<file path="config.mk">
export PLATFORM = sky130hd
export DESIGN_NAME = approx_adder_err_eval
export DESIGN_NICKNAME = d
export VERILOG_FILES = /design/src/rtl/approx_adder_err_eval.sv
export SDC_FILE = /design/constraint.sdc
export NUM_CORES = 1
export LEC_CHECK = 0
export CAP_MARGIN = 20
export CORE_MARGIN = 2
export CORE_UTILIZATION = 50
export DETAILED_ROUTE_END_ITERATION = 7
export PLACE_DENSITY = 0.77
export REMOVE_ABC_BUFFERS = 1
export SLEW_MARGIN = 15
export SYNTH_ARGS = -nofsm -noshare
export SYNTH_HDL_FRONTEND = slang
export SYNTH_SLANG_ARGS = --single-unit
</file>
<file path="constraint.sdc">
create_clock -name clk_i -period 10.55 [get_ports clk_i]
set_input_delay 1.055 -clock clk_i [delete_from_list [all_inputs] [get_ports clk_i]]
set_output_delay 1.055 -clock clk_i [all_outputs]
set_load 0.05 [all_outputs]
</file>
<file path="src/rtl/approx_adder_err_eval.sv">
// Exhaustive operand sweep driver and error accumulator for a W-bit approximate adder.
// Optional worst-case operand capture (wce_a_o/wce_b_o) is enabled by ERR_EVAL_WCE_CAPTURE_EN.
module approx_adder_err_eval #(
  parameter int W       = 8,
  parameter int ACC_W   = 32,
  parameter int TIMEOUT = 255
) (
  input  logic             clk_i,
  input  logic             rst_i,
  input  logic             start_i,
  output logic [W-1:0]     op_a_o,
  output logic [W-1:0]     op_b_o,
  output logic             op_valid_o,
  input  logic [W:0]       res_i,
  input  logic             res_valid_i,
  output logic             busy_o,
  output logic             done_o,
  output logic             timeout_o,
  output logic [ACC_W-1:0] err_count_o,
  output logic [ACC_W-1:0] sum_abs_err_o,
`ifdef ERR_EVAL_WCE_CAPTURE_EN
  output logic [W-1:0]     wce_a_o,
  output logic [W-1:0]     wce_b_o,
`endif
  output logic [W:0]       max_abs_err_o
);

  localparam int TW = (TIMEOUT < 2) ? 1 : $clog2(TIMEOUT + 1);

  typedef enum logic [2:0] {S_IDLE, S_ISSUE, S_WAIT, S_ACC, S_DONE} state_t;

  state_t           state_q, state_d;
  logic [2*W-1:0]   cnt_q, cnt_d;
  logic [TW-1:0]    wait_q, wait_d;
  logic [W:0]       exact_q, exact_d;
  logic [W:0]       res_q, res_d;
  logic [ACC_W-1:0] err_q, err_d;
  logic [ACC_W-1:0] sum_q, sum_d;
  logic [W:0]       max_q, max_d;
  logic             done_q, done_d;
  logic             to_q, to_d;
`ifdef ERR_EVAL_WCE_CAPTURE_EN
  logic [W-1:0]     wce_a_q, wce_a_d;
  logic [W-1:0]     wce_b_q, wce_b_d;
`endif

  // Signed difference in W+2 bits, folded to an unsigned W+1-bit magnitude.
  logic [W+1:0]     diff, diff_neg;
  logic [W:0]       abs_d;
  logic [ACC_W:0]   sum_ext;

  assign diff     = {1'b0, res_q} - {1'b0, exact_q};
  assign diff_neg = -diff;
  assign abs_d    = diff[W+1] ? diff_neg[W:0] : diff[W:0];
  assign sum_ext  = {1'b0, sum_q} + (ACC_W+1)'(abs_d);

  always_comb begin
    state_d = state_q;
    cnt_d   = cnt_q;
    wait_d  = wait_q;
    exact_d = exact_q;
    res_d   = res_q;
    err_d   = err_q;
    sum_d   = sum_q;
    max_d   = max_q;
    done_d  = done_q;
    to_d    = to_q;
`ifdef ERR_EVAL_WCE_CAPTURE_EN
    wce_a_d = wce_a_q;
    wce_b_d = wce_b_q;
`endif
    case (state_q)
      S_IDLE, S_DONE: begin
        if (start_i) begin
          state_d = S_ISSUE;
          cnt_d   = '0;
          err_d   = '0;
          sum_d   = '0;
          max_d   = '0;
          done_d  = 1'b0;
          to_d    = 1'b0;
`ifdef ERR_EVAL_WCE_CAPTURE_EN
          wce_a_d = '0;
          wce_b_d = '0;
`endif
        end
      end
      S_ISSUE: begin
        exact_d = {1'b0, cnt_q[W-1:0]} + {1'b0, cnt_q[2*W-1:W]};
        wait_d  = '0;
        state_d = S_WAIT;
      end
      S_WAIT: begin
        if (res_valid_i) begin
          res_d   = res_i;
          state_d = S_ACC;
        end else if (wait_q == TW'(TIMEOUT - 1)) begin
          to_d    = 1'b1;
          done_d  = 1'b1;
          state_d = S_DONE;
        end else begin
          wait_d  = wait_q + 1'b1;
        end
      end
      S_ACC: begin
        if (abs_d != '0) err_d = err_q + 1'b1;
        sum_d = sum_ext[ACC_W] ? '1 : sum_ext[ACC_W-1:0];
        if (abs_d > max_q) begin
          max_d   = abs_d;
`ifdef ERR_EVAL_WCE_CAPTURE_EN
          wce_a_d = cnt_q[W-1:0];
          wce_b_d = cnt_q[2*W-1:W];
`endif
        end
        // The last pair ends the sweep; the counter is never wrapped back to 0.
        if (&cnt_q) begin
          done_d  = 1'b1;
          state_d = S_DONE;
        end else begin
          cnt_d   = cnt_q + 1'b1;
          state_d = S_ISSUE;
        end
      end
      default: state_d = S_IDLE;
    endcase
  end

  always_ff @(posedge clk_i or posedge rst_i) begin
    if (rst_i) begin
      state_q <= S_IDLE;
      cnt_q   <= '0;
      wait_q  <= '0;
      exact_q <= '0;
      res_q   <= '0;
      err_q   <= '0;
      sum_q   <= '0;
      max_q   <= '0;
      done_q  <= 1'b0;
      to_q    <= 1'b0;
`ifdef ERR_EVAL_WCE_CAPTURE_EN
      wce_a_q <= '0;
      wce_b_q <= '0;
`endif
    end else begin
      state_q <= state_d;
      cnt_q   <= cnt_d;
      wait_q  <= wait_d;
      exact_q <= exact_d;
      res_q   <= res_d;
      err_q   <= err_d;
      sum_q   <= sum_d;
      max_q   <= max_d;
      done_q  <= done_d;
      to_q    <= to_d;
`ifdef ERR_EVAL_WCE_CAPTURE_EN
      wce_a_q <= wce_a_d;
      wce_b_q <= wce_b_d;
`endif
    end
  end

  assign op_a_o        = cnt_q[W-1:0];
  assign op_b_o        = cnt_q[2*W-1:W];
  assign op_valid_o    = (state_q == S_ISSUE);
  assign busy_o        = (state_q == S_ISSUE) || (state_q == S_WAIT) || (state_q == S_ACC);
  assign done_o        = done_q;
  assign timeout_o     = to_q;
  assign err_count_o   = err_q;
  assign sum_abs_err_o = sum_q;
  assign max_abs_err_o = max_q;
`ifdef ERR_EVAL_WCE_CAPTURE_EN
  assign wce_a_o       = wce_a_q;
  assign wce_b_o       = wce_b_q;
`endif

endmodule

</file>
; ---- Word level (Yosys, flattened, before mapping)
; Index checks and enable logic that the tools add are counted.
[op_classes]
n_addsub = 7
magnitude_cmp = 1
n_eq_ne = 14
n_mux = 26
n_reduce_logical = 19
[ops]
columns = op, n
row1 = one-hot mux 32 bit (2 select lines), 2
row2 = 2-to-1 mux 32 bit, 3
row3 = adder 32 x 9 -> 33 bit, 1
row4 = "adder 32 x 1 -> 32 bit, second input constant", 1
row5 = 2-to-1 mux 16 bit, 2
row6 = one-hot mux 16 bit (2 select lines), 1
row7 = 2-to-1 mux 9 bit, 3
row8 = one-hot mux 9 bit (2 select lines), 1
row9 = "adder 16 x 1 -> 16 bit, second input constant", 1
row10 = 2-to-1 mux 8 bit, 2
row11 = "inequality test 2 bit, second input constant", 8
row12 = one-hot mux 8 bit (2 select lines), 1
row13 = AND reduction 16 bit, 1
row14 = 2-to-1 mux 3 bit, 4
row15 = one-hot mux 3 bit (4 select lines), 1
row16 = AND reduction 3 bit, 4
row17 = subtractor 9 x 9 -> 10 bit, 1
row18 = adder 8 x 8 -> 9 bit, 1
row19 = > comparator 9 bit, 1
row20 = negator 9 bit, 1
row21 = nonzero test 9 bit, 1
row22 = "adder 8 x 1 -> 8 bit, second input constant", 1
row23 = "equality test 8 bit, second input constant", 1
row24 = "equality test 3 x 2 -> 1 bit, second input constant", 2
row25 = 14 further kinds, 22
[word_totals]
register_bits = 120
output_inout_bits = 93
word_cells = 77

; ---- Logic depth before layout (Yosys ltp)
; Gate-level depths: netlist of run 1.
[logic_depth]
word_depth = 6
depth_mapped = 21

; ---- Worst setup path before layout of run 1
; Ideal clock, no wire load.
[synth_timing]
kind = flip-flop to flip-flop
startpoint = register res_q[4]
endpoint = register sum_q[20] (netlist: sum_abs_err_o[20])
setup_time_ps = 104
arrival_ps = 4023
required_ps = 10446
path_slack_ps = 6423
stages_incl_launch_ff = 21
n_path_buf = 2
synth_period_minus_slack_ps = 4127
cell_sequence = dfrtp_1 -> ha_1 -> buf_2 -> nand2_1 -> a211oi_2 -> nor2_1 -> o21ai_1 -> nor2_1 -> a21oi_1 -> inv_1 -> fa_1 -> nor2b_1 -> o21ai_0 -> a21boi_0 -> o21a_1 -> o21a_1 -> o21ai_0 -> a211o_1 -> and2_0 -> clkbuf_1 -> a221oi_1
[synth_via]
elab_chain_len = 6
[synth_lines]
columns = element, line_no
row1 = start: declaration, 36  ; logic [W:0] res_q, res_d;
row2 = start signal: assignment, 149  ; res_q <= res_d;
row3 = subtractor 9 x 9 -> 10 bit *, 52  ; assign diff = {1'b0, res_q} - {1'b0, exact_q};
row4 = negator 9 bit, 53  ; assign diff_neg = -diff;
row5 = 2-to-1 mux 9 bit *, 54  ; assign abs_d = diff[W+1] ? diff_neg[W:0] : diff[W:0];
row6 = adder 32 x 9 -> 33 bit *, 55  ; assign sum_ext = {1'b0, sum_q} + (ACC_W+1)'(abs_d);
row7 = 2-to-1 mux 32 bit *, 107  ; sum_d = sum_ext[ACC_W] ? '1 : sum_ext[ACC_W-1:0];
row8 = one-hot mux 32 bit (2 select lines) *, 72  ; case (state_q)
row9 = end signal: assignment, 151  ; sum_q <= sum_d;
row10 = end: declaration, 38  ; logic [ACC_W-1:0] sum_q, sum_d;
; Every way passes the cells marked *; elsewhere a longest branch is shown, timed or not.
; A chain may end at the register's enable or synchronous reset.

; ---- Worst setup path after layout of run 1
[layout_timing]
startpoint = register exact_q[4]
endpoint = register sum_q[20] (netlist: sum_abs_err_o[20])
[layout_via]
elab_chain_len = 6
[layout_lines]
columns = element, line_no
row1 = start: declaration, 35  ; logic [W:0] exact_q, exact_d;
row2 = start signal: assignment, 148  ; exact_q <= exact_d;
row3 = subtractor 9 x 9 -> 10 bit *, 52
row4 = negator 9 bit, 53
row5 = 2-to-1 mux 9 bit *, 54
row6 = adder 32 x 9 -> 33 bit *, 55
row7 = 2-to-1 mux 32 bit *, 107
row8 = one-hot mux 32 bit (2 select lines) *, 72
; Marks and branches as above.

==> impl_metrics.json, run 1 <==
{
  "synth_top_area_share_pct": 39.65,
  "rows": 44,
  "synth-edff-count": 0,
  "critPathKind": "reg -> reg",
  "crit_path_max_incr_delay_ps": 850,
  "dp_hpwl_microns": 12870,
  "synthesis.area_sq_um": 7574,
  "finalNetCount": 992,
  "io_buffers": 105,
  "max-clock-path-buffers": 2,
  "max_slew_margin_pct": 24.37,
  "grt_max_degree": 65,
  "grt_pass1_vias": 6218,
  "vias": 6759,
  "async_flop_share_pct": 100.0,
  "start_util_pct": 51.72,
  "totalPowerFinal_uw": 2887,
  "crit_path_start_kind": "register",
  "cp-end-kind": "register",
  "crit_fanout": 14,
  "drv_cap": 0,
  "leakagePower_uw": 0.004057,
  "die_width_microns": 127.1,
  "vdd_drop_max_uv": 238.7,
  "ys_ff_latch": 120,
  "cts_max_level": 4,
  "antenna_cells": 0,
  "synth_flop_cell": "dfrtp_1",
  "wl_per_cell_microns": 16.66,
  "rsz0062_at_grt": "false",
  "die_height_microns": 127.1,
  "cp.arrival_ps": 5410,
  "drtIter0Drc": 419,
  "status": "finished, final reports clean",
  "drt-vias-per-instance": 5.971,
  "grt_usage_pct": 23.89,
  "antenna_found_initial": 0,
  "final_cell_mix": "dfrtp_1, clkdlybuf4s50_1, nand2_1",
  "firstDrtPassIters": 5,
  "synth_top_cell_by_area": "dfrtp_1",
  "required_ps": 10810,
  "skew_ps": 11.12,
  "path_clk_slew_ps": 60,
  "drive_gt1_share_pct": 6.435,
  "timing.final.hold_violations": 0,
  "finalNonFillerCells": 1132,
  "tritoncts.num_buffers": 17,
  "tns_ps": 0,
  "ys_warn_count": 0,
  "dieArea_sq_um": 16150,
  "hold_depth": 2,
  "cts-root-buf": "clkbuf_16",
  "worst_path_max_delay_cell": "a21oi_1",
  "syn_to_final_growth_pct": 22.70,
  "timing.fmax_mhz": 194.4,
  "placed_cells": 1100,
  "final_common_cell": "dfrtp_1",
  "holdCritPathClass": "reg -> reg",
  "postCtsHoldBufs": 0,
  "cts_setup_buffers": 0,
  "tritoncts": "done",
  "cp_num_buf_inv": 2,
  "tightestPinTransition_ps": 1120,
  "cts.sink_count": 120,
  "routed_wl_microns": 18860,
  "finalCriticalPeriod_ps": 5144,
  "coreArea_sq_um": 14640,
  "setup_viol": 0,
  "fin_crit_sh_pct": 48.75,
  "synthCells": 845,
  "synth.yosys.seq_area_share_pct": 39.65,
  "place_congestion": 0.8923,
  "power_density_nw_per_um2": 310.7,
  "io_pins": 106,
  "r2r_cells": 19,
  "synthTopCellsByArea": "dfrtp_1, ha_1, nand2_1, a21oi_1, xor2_1",
  "crit_cells": 19,
  "drt.antenna.violating_nets": 0,
  "cp_top_family": "compound AO/OA/AOI/OAI gates",
  "yosysUniqueCellTypes": 65,
  "drc": 0,
  "grt_pass1_wl_microns": 31200,
  "synth_area_per_cell_sq_um": 8.963,
  "clock_latency_ps": 420,
  "worstPathCellList": "inv_1, ha_1, nand2_1, a211oi_2, nor2_1, o21ai_1, nor2_1, a21oi_1, inv_1, fa_1, nor2b_1, o21ai_0, a21boi_0, o21a_1, o21a_1, o21ai_0, a21oi_1, and2_0, a221oi_1",
  "drv_slew": 0,
  "post_cts_resized": 0,
  "grt_overflow": 0
}
cell families after synthesis:
kind of cell               count (synthesis)  synth area share [%]
and+or+nand+nor                          329                 22.20
AOI/OAI and AO/OA                        208                 18.24
DFF                                      120                 39.65
buffers and inverters                     83                 4.659
adders and majority gates                 44                 7.567
xor gates and xnor gates                  39                 4.609
muxes                                     22                 3.073
flip-flops by register name (all words and copies together) (netlist names):
signal / count
state_q: 3
cnt_q: 16
wait_q: 8
timeout_o: 1
sum_abs_err_o: 32
exact_q: 9
max_abs_err_o: 9
err_count_o: 32
done_o: 1
res_q: 9
power breakdown:
part           leakage, uW  internal, uW  switching (uW)
clock             0.000284           357             202
sequential         0.00163           528            67.6
combinational      0.00214           672            1060
total              0.00406          1560            1330
worst paths after layout:
kind                       startpoint           endpoint  slack [ps]
setup reg to reg           exact_q[4]  sum_abs_err_o[20]        5410
min in group asynchronous       rst_i  sum_abs_err_o[15]        1120
setup / recovery           exact_q[4]  sum_abs_err_o[20]        5410
max in group asynchronous       rst_i   max_abs_err_o[7]        8140
hold reg to reg            exact_q[3]         exact_q[3]         490
hold / removal             exact_q[3]         exact_q[3]         490
area by class of cell:
| class | count | area (sq um) |
|---|---|---|
| sequential | 120 | 3003 |
| clock inverter | 9 | 98.84 |
| timing repair buffer | 113 | 1111 |
| clock buffer | 23 | 467.9 |
| tap | 184 | 230.2 |
| multi-input combinational | 642 | 4225 |
| fill | 1243 | 5351 |
| inverter | 41 | 156.4 |
per-stage QoR:
step,hold WS [ps],cell area [sq um],worst slack (ps),util (%)
after global placement,464.2,8726,5711,59.59
after global routing,522.7,9293,4879,63.46
after floorplan,449.8,7375,5070,-
after CTS,495.0,9293,5489,63.46
final,487.0,9293,5406,63.46
after detailed placement,470.4,8726,5552,59.59
worst register-to-register path, delay by kind of cell (launching register included):
kind	cells	cell delay [ps]
AOI/OAI and AO/OA	10	2810
adders and majority gates	2	870
and+or+nand+nor	5	820
DFF	1	350
buffers and inverters	2	150
routing by layer:
metal	GRT usage (%)	up-vias	part of all wire (%)
met1	34.11	3292	47
met2	37.03	178	46
met5	0	-	0
met4	7.434	0	1.3
met3	4.606	21	5.1
li1	-	3268	-
synthesized netlist by cell type, types with 9 or more instances:
library cell  instances
a211oi_1             13
a21oi_1              51
a31oi_1              10
and2_1                9
and3_1               24
and4_1               12
clkbuf_1             25
dfrtp_1             120
ha_1                 41
inv_1                40
mux2_2               10
mux2i_1              12
nand2_1             103
nand2b_1             14
nand3_1              38
nand4_1              15
nor2_1               52
nor3_1               14
o211ai_1             14
o21a_1                9
o21ai_0              40
or3_1                12
or4_1                16
xnor2_1              15
xor2_1               23
Power figures use the tool's default switching activity.
==> run 2: changes to the inputs <==
clock period = 5.4 ns   (was 10.55 ns; I/O delays follow)
==> run 2 against run 1 <==
Net effect:
- sequential power grew 97%
- count of clock-buffer cells in the layout is 1 lower
- die area unchanged
- first-iteration DRC count up 39%
- flip-flop and latch count unchanged
- sequential share of layout area decreased by 0.25 points
- clock power increased by 110%
- highest routed layer unchanged
==> impl_metrics.json, run 2 (same netlist as run 1, synthesis figures left out) <==
{
  "fillers": 1231,
  "vias": 6780,
  "holdCritPathClass": "reg -> reg",
  "multiInputGateArea_sq_um": 4234,
  "routed_wl_microns": 19080,
  "die_height_microns": 127.1,
  "drc": 0,
  "cts_max_level": 4,
  "postCtsHoldBufs": 0,
  "cp.arrival_ps": 5160,
  "skew_ps": 11.57,
  "cp_top_family": "compound AO/OA/AOI/OAI gates",
  "placed_cells": 1101,
  "use_met1_pct": 33.53,
  "wl_per_cell_microns": 16.87,
  "place_congestion": 0.8903,
  "grt_pass1_vias": 6312,
  "io_buffers": 105,
  "grt_usage_pct": 23.97,
  "critPathKind": "reg -> reg",
  "drv_slew": 0,
  "vdd_drop_max_uv": 491.2,
  "final_cell_mix": "dfrtp_1, clkdlybuf4s50_1, nand2_1",
  "grt_overflow": 0,
  "timing.fmax_mhz": 206.0,
  "tritoncts.num_buffers": 17,
  "io_pins": 106,
  "firstDrtPassIters": 5,
  "die_width_microns": 127.1,
  "cp-end-kind": "register",
  "grt_pass1_wl_microns": 31290,
  "rows": 44,
  "grt_use_met2_pct": 37.82,
  "drv_cap": 0,
  "tns_ps": 0,
  "timing.final.hold_violations": 0,
  "register_area_sq_um": 3003,
  "fin_crit_sh_pct": 89.89,
  "drt-vias-per-instance": 5.995,
  "coreArea_sq_um": 14640,
  "cts_setup_buffers": 0,
  "finalCriticalPeriod_ps": 4854,
  "required_ps": 5710,
  "cts.sink_count": 120,
  "crit_fanout": 9,
  "grt_max_degree": 75,
  "grt_util_met3_pct": 5.486,
  "finalNetCount": 994,
  "rsz0062_at_grt": "false",
  "syn_to_final_growth_pct": 23.66,
  "worst_path_max_delay_cell": "a211o_1",
  "status": "finished, final reports clean",
  "start_util_pct": 51.72,
  "post_cts_resized": 0,
  "crit_path_start_kind": "register",
  "path_clk_slew_ps": 50,
  "leakagePower_uw": 0.004078,
  "drtIter0Drc": 582,
  "tritoncts": "done",
  "cp_num_buf_inv": 2,
  "finalNonFillerCells": 1131,
  "dp_hpwl_microns": 12950,
  "setup_viol": 0,
  "power_density_nw_per_um2": 619.2,
  "cts-root-buf": "clkbuf_16",
  "antenna_cells": 0,
  "antenna_found_initial": 0,
  "crit_path_max_incr_delay_ps": 480,
  "max-clock-path-buffers": 2,
  "dieArea_sq_um": 16150,
  "clock_latency_ps": 420,
  "drive_gt1_share_pct": 6.758,
  "drt.antenna.violating_nets": 0,
  "final_common_cell": "dfrtp_1",
  "tightestPinTransition_ps": 1049,
  "worstPathCellList": "inv_1, ha_1, nand2_1, a211oi_2, nor2_1, o21ai_2, nor2_1, a21oi_1, inv_1, fa_1, nor2b_1, o21ai_0, a21boi_0, o21a_1, o21a_1, o21ai_0, a211o_1, and2_0, a221oi_1",
  "max_slew_margin_pct": 29.84,
  "busiest_layer": "met2",
  "reg2reg_slack_ps": 550
}
run 2: changes by cell type in the layout (fill, tap and decap cells not counted), sizes merged:
cell	change
bufinv	+2
buf	+1
clkinvlp	+2
clkinv	-6
run 2: final cells by class:
cell class,count,area share [%]
multi-input cells,642,45.21
inverters,41,1.670
flip-flops and latches,120,32.06
clock buffers,22,5.063
clock inverters,7,1.536
repair buffers,115,12.00
well taps,184,2.458
run 2: final timing paths:
path | from | endpoint | depth (start not counted)
min reg2reg | exact_q[5] | exact_q[5] | 2
min in group asynchronous | rst_i | sum_abs_err_o[19] | 2
max | exact_q[4] | sum_abs_err_o[20] | 19
min | exact_q[5] | exact_q[5] | 2
max in group asynchronous | rst_i | res_q[5] | 3
max reg2reg | exact_q[4] | sum_abs_err_o[20] | 19
run 2: power by group:
part | switching, uW | leakage (uW) | internal [uW] | total (uW)
combinational | 2120 | 0.00215 | 1320 | 3440
clock | 395 | 0.000294 | 801 | 1200
sequential | 134 | 0.00163 | 1030 | 1170
run 2: layer usage:
layer | vias up | part of all wire (%)
met5 | - | 0
met4 | 0 | 1.5
met3 | 25 | 6.4
met2 | 230 | 46
met1 | 3262 | 46
li1 | 3263 | -
run 2: tightest hold or removal path: cells and delay by family, from the launching register on:
| kind | cells | cell delay [ps] |
|---|---|---|
| DFF | 1 | 340 |
| and+or+nand+nor | 1 | 40 |
| AOI/OAI and AO/OA | 1 | 60 |
run 2: stage by stage:
step	hold WS (ps)	utilization, %	area (sq um)	setup slack, ps	total power [uW]
global route	517.7	63.95	9365	77.33	6219
CTS	482.2	63.86	9351	540.0	5758
global placement	462.2	59.64	8733	825.1	4497
detailed placement	470.7	59.64	8733	600.0	4534
floorplan	449.8	-	7375	435.2	3711
finish	475.6	63.95	9365	546.2	5799
